$ cat src/rtl/lcd_spi_tx.sv
// Byte-wide SPI mode-0 transmitter that drives a PCD8544 (Nokia 5110) LCD, MSB first.
// Define LCD_HW_RESET_EN to add the LCD hardware reset pulse (rst low, then a settle wait) after reset.
module lcd_spi_tx #(
  parameter int RST_LOW_CYCLES  = 500,
  parameter int RST_WAIT_CYCLES = 500
) (
  input  logic        clk,
  input  logic        reset,
  input  logic [7:0]  data_in,
  input  logic        start,
  input  logic [15:0] div_factor,
  input  logic        command,
  output logic        mosi,
  output logic        sclk,
  output logic        sce,
  output logic        dc,
  output logic        rst,
  output logic        busy,
  output logic        avail
);

  typedef enum logic [2:0] {
    HWRST_LOW,
    HWRST_WAIT,
    IDLE,
    SHIFT,
    DONE,
    GAP
  } state_t;

`ifdef LCD_HW_RESET_EN
  localparam state_t RESET_STATE = HWRST_LOW;
  localparam logic   RESET_BUSY  = 1'b1;
  localparam logic   RESET_RST   = 1'b0;
  localparam int     RST_MAX     = (RST_LOW_CYCLES > RST_WAIT_CYCLES) ? RST_LOW_CYCLES : RST_WAIT_CYCLES;
  localparam int     RCW         = (RST_MAX > 1) ? $clog2(RST_MAX) : 1;
  logic [RCW-1:0] rst_cnt_reg;
`else
  localparam state_t RESET_STATE = IDLE;
  localparam logic   RESET_BUSY  = 1'b0;
  localparam logic   RESET_RST   = 1'b1;
`endif

  // Both counters compare against N-1, so a zero cycle count is meaningless.
  if (RST_LOW_CYCLES < 1 || RST_WAIT_CYCLES < 1) begin : g_param_check
    $error("lcd_spi_tx: reset cycle counts must be at least 1");
  end

  state_t      state_reg;
  logic [6:0]  shift_reg;
  logic [15:0] div_cnt_reg;
  logic [15:0] half_reg;
  logic [3:0]  half_cnt_reg;
  logic        mosi_reg;
  logic        sclk_reg;
  logic        sce_reg;
  logic        dc_reg;
  logic        rst_reg;
  logic        busy_reg;
  logic        avail_reg;

  always_ff @(posedge clk) begin
    if (reset) begin
      state_reg    <= RESET_STATE;
      shift_reg    <= '0;
      div_cnt_reg  <= '0;
      half_reg     <= 16'd1;
      half_cnt_reg <= '0;
      mosi_reg     <= 1'b0;
      sclk_reg     <= 1'b0;
      sce_reg      <= 1'b1;
      dc_reg       <= 1'b0;
      rst_reg      <= RESET_RST;
      busy_reg     <= RESET_BUSY;
      avail_reg    <= 1'b0;
`ifdef LCD_HW_RESET_EN
      rst_cnt_reg  <= '0;
`endif
    end else begin
      avail_reg <= 1'b0;
      case (state_reg)
`ifdef LCD_HW_RESET_EN
        HWRST_LOW: begin
          if (rst_cnt_reg == RCW'(RST_LOW_CYCLES - 1)) begin
            rst_cnt_reg <= '0;
            rst_reg     <= 1'b1;
            state_reg   <= HWRST_WAIT;
          end else begin
            rst_cnt_reg <= rst_cnt_reg + 1'b1;
          end
        end
        HWRST_WAIT: begin
          if (rst_cnt_reg == RCW'(RST_WAIT_CYCLES - 1)) begin
            rst_cnt_reg <= '0;
            busy_reg    <= 1'b0;
            state_reg   <= IDLE;
          end else begin
            rst_cnt_reg <= rst_cnt_reg + 1'b1;
          end
        end
`endif
        IDLE: begin
          if (start) begin
            shift_reg    <= data_in[6:0];
            mosi_reg     <= data_in[7];
            dc_reg       <= command;
            half_reg     <= (div_factor == 16'd0) ? 16'd1 : div_factor;
            div_cnt_reg  <= '0;
            half_cnt_reg <= '0;
            sclk_reg     <= 1'b0;
            sce_reg      <= 1'b0;
            busy_reg     <= 1'b1;
            state_reg    <= SHIFT;
          end
        end
        SHIFT: begin
          if (div_cnt_reg == half_reg - 16'd1) begin
            div_cnt_reg  <= '0;
            half_cnt_reg <= half_cnt_reg + 1'b1;
            if (!sclk_reg) begin
              sclk_reg <= 1'b1;
            end else if (half_cnt_reg == 4'd15) begin
              // Sixteenth half-period: last falling edge closes the byte.
              sclk_reg  <= 1'b0;
              sce_reg   <= 1'b1;
              avail_reg <= 1'b1;
              state_reg <= DONE;
            end else begin
              // Falling edge: present the next bit for a full low phase.
              sclk_reg  <= 1'b0;
              mosi_reg  <= shift_reg[6];
              shift_reg <= {shift_reg[5:0], 1'b0};
            end
          end else begin
            div_cnt_reg <= div_cnt_reg + 1'b1;
          end
        end
        DONE: begin
          state_reg <= GAP;
        end
        GAP: begin
          busy_reg  <= 1'b0;
          state_reg <= IDLE;
        end
        default: begin
          state_reg <= RESET_STATE;
        end
      endcase
    end
  end

  assign mosi  = mosi_reg;
  assign sclk  = sclk_reg;
  assign sce   = sce_reg;
  assign dc    = dc_reg;
  assign rst   = rst_reg;
  assign busy  = busy_reg;
  assign avail = avail_reg;

endmodule

$ cat config.mk
export PLATFORM = sky130hd
export DESIGN_NAME = lcd_spi_tx
export DESIGN_NICKNAME = d
export VERILOG_FILES = /design/src/rtl/lcd_spi_tx.sv
export SDC_FILE = /design/constraint.sdc
export NUM_CORES = 1
export LEC_CHECK = 0
export CORE_MARGIN = 4
export CORE_UTILIZATION = 30
export CTS_BUF_LIST = sky130_fd_sc_hd__clkbuf_4 sky130_fd_sc_hd__clkbuf_8
export DETAILED_ROUTE_END_ITERATION = 7
export GPL_TIMING_DRIVEN = 0
export HOLD_SLACK_MARGIN = 0.06
export PLACE_DENSITY = 0.48
export SETUP_SLACK_MARGIN = 0.4
export SLEW_MARGIN = 20
export SYNTH_ARGS = -nofsm -noshare
export SYNTH_HDL_FRONTEND = slang
export SYNTH_SLANG_ARGS = --single-unit
export TNS_END_PERCENT = 1
$ cat constraint.sdc
create_clock -name clk -period 7.25 [get_ports clk]
set_input_delay 1.45 -clock clk [delete_from_list [all_inputs] [get_ports clk]]
set_output_delay 1.45 -clock clk [all_outputs]
set_load 0.05 [all_outputs]
==> summary.md <==
| Metric | Value |
|---|---|
| Status | finished, final reports clean |
| Clk slew on worst S/H paths | 0.10 ns |
| Tot Pwr | between 0.6 and 0.7 mW |
| Post-synth top flop | dfxtp_1 |
| Peak supply drop | approximately 0.085 mV |
| CP cell instances | clkdlybuf4s50_1 -> clkbuf_1 -> nor2_1 -> nand2_1 -> a31oi_1 |
| Die H | 107.7 um |
| Clock sinks | 52 |
| Met1 wire length | 4239 um |
| First-pass GRT wire length | 13590 um |
| Min-Delay Path Class | reg -> reg |
| Combinational share of power | 0.227 |
| Metal3 WL | 376 um |
| Synthesized Nets | 376 |
| Critical Path AT | approximately 3.6 ns |
| Number of flops mapped to enable cells by yosys | 0 |
| H-tree depth | 2 |
| Flop pwr share | 0.484 |
| Final period util | 0.4637 |
| Root Driver | clkbuf_8 |
| Drt drc | 0 |
| Slowest-stage cell, CP | nor2_1 |
| WS Path Type | in -> reg |
| Static leakage power | between 1 and 1.5 nW |
| Layout area overhead | 19.94% |
| Die X | 107.7 um |
| GRT overflow | 0 |
| First DRT Iteration DRCs | 175 |
| RSZ-0062 raised after global routing | false |
| Placeable Area | 9729 um2 |
| Ports | 35 |
| Setup total negative slack | 0 ns |
| DRT antenna net count | 0 |
| Placed wire-length estimate | slightly above 6000 um |
| Final Wtd Congestion | 0.7910 |
| Gate Count Post-Synth | around 350 |
| Num CTS Buffers | 5 |
| Clock Latency Late Sink | between 0.3 and 0.4 ns |
| Worst endpoint required time | around 7.5 ns |
| Int Power | 0.4459 mW |
| Post-CTS setup buffer count | 0 |
| Routed wl met2 | 3605 um |
| Slew at the pin closest to its max-slew limit | 0.8745 ns |
| Distinct cells, synth | 57 |
| Syn. warnings | 0 |
| Post-cts sizing count | 0 |
| Post-layout min period | 3.361 ns |
| F_max | 297.5 MHz |
| Iteration count of the initial detailed-routing pass | 4 |
| Initial antenna violation count | 0 |
| WL final | 8325 um |
| Total track usage | 0.1483 |
| Slew Limit Headroom | 0.4122 |
| #FFs+latches synth | 52 |
| Die area | 11590 um2 |
| Top Metal Used | met4 |
| Largest net degree at the start of global routing | 15 |
| FP Rows | 36 |
| Fin. max-slew vios | 0 |
| N_diodes | 0 |
| Worst reg-to-reg setup slack | around 4.0 ns |
| Final nets | 416 |
| CP Launch Type | input pin |
| Setup violators final | 0 |
| Final Hold Fails | 0 |
| CTS tree | yes |
| PortBufs | 33 |
| Final setup skew | 0.008573 ns |
| Via count | 2716 |
| Cell area after synthesis | ~3000 um2 |
| Sw frac | 0.3036 |
| Clock Power Share | 0.289 |
| Async SR Flop Fraction | 0 |
| Mean Syn Cell Area | 8.639 um2 |
| Hold-fix buffers, CTS | 0 |
| Crit path capture type | register |
| Max cap viols | 0 |
| Sequential share of the synthesized area | 0.3493 |
| Clock Path Buffers | 2 |
| Most frequent cells in the layout | 52 x dfxtp_1, 36 x nand2_1, 33 x clkdlybuf4s50_1 |
| Highest fanout seen on the critical path | 10 |
| CP max stage delay | about 0.60 ns |
| NetSw | between 0.15 and 0.2 mW |
| Commonest non-fill, non-tap cell in the layout | dfxtp_1 |
| Initial Utilization | 0.3063 |
| Number of global-route vias before repair | 2661 |
| Average wire per standard cell | 16.04 um |
| Vias per cell | 5.233 |
| Share of cells above drive strength 1 | 0.09067 |
| PD cells | 179.1 nW/um2 |
[critical path: cells and delay by family]
family / cells / cell delay (ns)
compound gates: 1 / 0.31
buf+inv: 2 / 0.80
simple gates: 2 / 1.04
[area by class of cell]
cell class	instances	area (um2)
Multi-Input combinational cell	264	1800
Buffer	19	101.3
Fill cell	1052	6155
Inverter	10	37.54
Sequential cell	52	1041
Tap cell	133	166.4
Clock buffer	8	97.59
Timing Repair Buffer	33	330.3
[logic make-up after synthesis]
| logic type | Yosys count | share of synthesized area |
|---|---|---|
| xor+xnor | 25 | 0.07599 |
| buf+inv | 29 | 0.04660 |
| other cells | 1 | 0.001258 |
| flops | 52 | 0.3493 |
| fa+ha+maj | 3 | 0.01260 |
| simple gates | 137 | 0.2666 |
| mux | 10 | 0.04534 |
| compound gates | 88 | 0.2024 |
[worst paths after layout]
kind / start / end / depth (start not counted)
worst max-delay path: reset / div_cnt_reg[12] / 5
worst min-delay path: shift_reg[0] / shift_reg[0] / 2
worst max register to register: half_reg[0] / shift_reg[1] / 11
worst min register to register: shift_reg[0] / shift_reg[0] / 2
[per-layer routing]
layer,track usage,vias up
met5,0,-
met4,0.04148,0
met3,0.02759,9
met2,0.2353,66
met1,0.2054,1289
li1,-,1352
[metrics by stage]
stage	hold slack, ns	cell area (um2)	instances	utilization	setup WS (ns)
3_5_place_dp	0.4536	3477	511	0.3574	3.504
6_report	0.4673	3575	519	0.3674	3.889
5_1_grt	0.5051	3575	519	0.3674	3.693
3_3_place_gp	0.4496	3477	511	0.3574	3.516
2_1_floorplan	0.4362	2980	345	-	4.437
4_1_cts	0.4679	3575	519	0.3674	3.820
[synthesized netlist by cell type (2+ instances only)]
cell,instances,area (um2)
nor3_4,2,32.53
clkbuf_1,10,37.54
nand3_1,12,60.06
or3_1,2,12.51
dfxtp_1,52,1041
nor2b_1,11,68.82
mux2i_1,3,30.03
ha_1,3,37.54
mux2_4,7,105.1
nand3b_1,2,15.01
buf_6,3,33.78
a32o_1,2,20.02
or4_1,9,67.56
o211ai_1,3,22.52
a22o_1,12,105.1
nor3_1,12,60.06
buf_1,2,7.510
nand2_1,36,135.1
a21oi_1,21,105.1
a31oi_1,22,137.6
nor2_1,12,45.04
nor4_1,5,31.28
a22oi_1,2,15.01
xnor2_1,10,87.58
and2_1,3,18.77
o21a_1,5,37.54
and3_1,15,93.84
inv_1,10,37.54
nand4_1,5,31.28
xor2_1,14,122.6
o21ai_0,9,45.04
nor4_2,2,25.02
buf_2,3,15.01
[power by group through the flow]
stage,combinational [mW],sequential [mW],clock [mW]
3_5_place_dp,0.145,0.316,0
2_1_floorplan,0.0923,0.319,0
6_report,0.145,0.310,0.185
4_1_cts,0.146,0.310,0.190
5_1_grt,0.159,0.312,0.201
3_3_place_gp,0.145,0.316,0
Note: power is estimated with default switching activity, not from simulation.
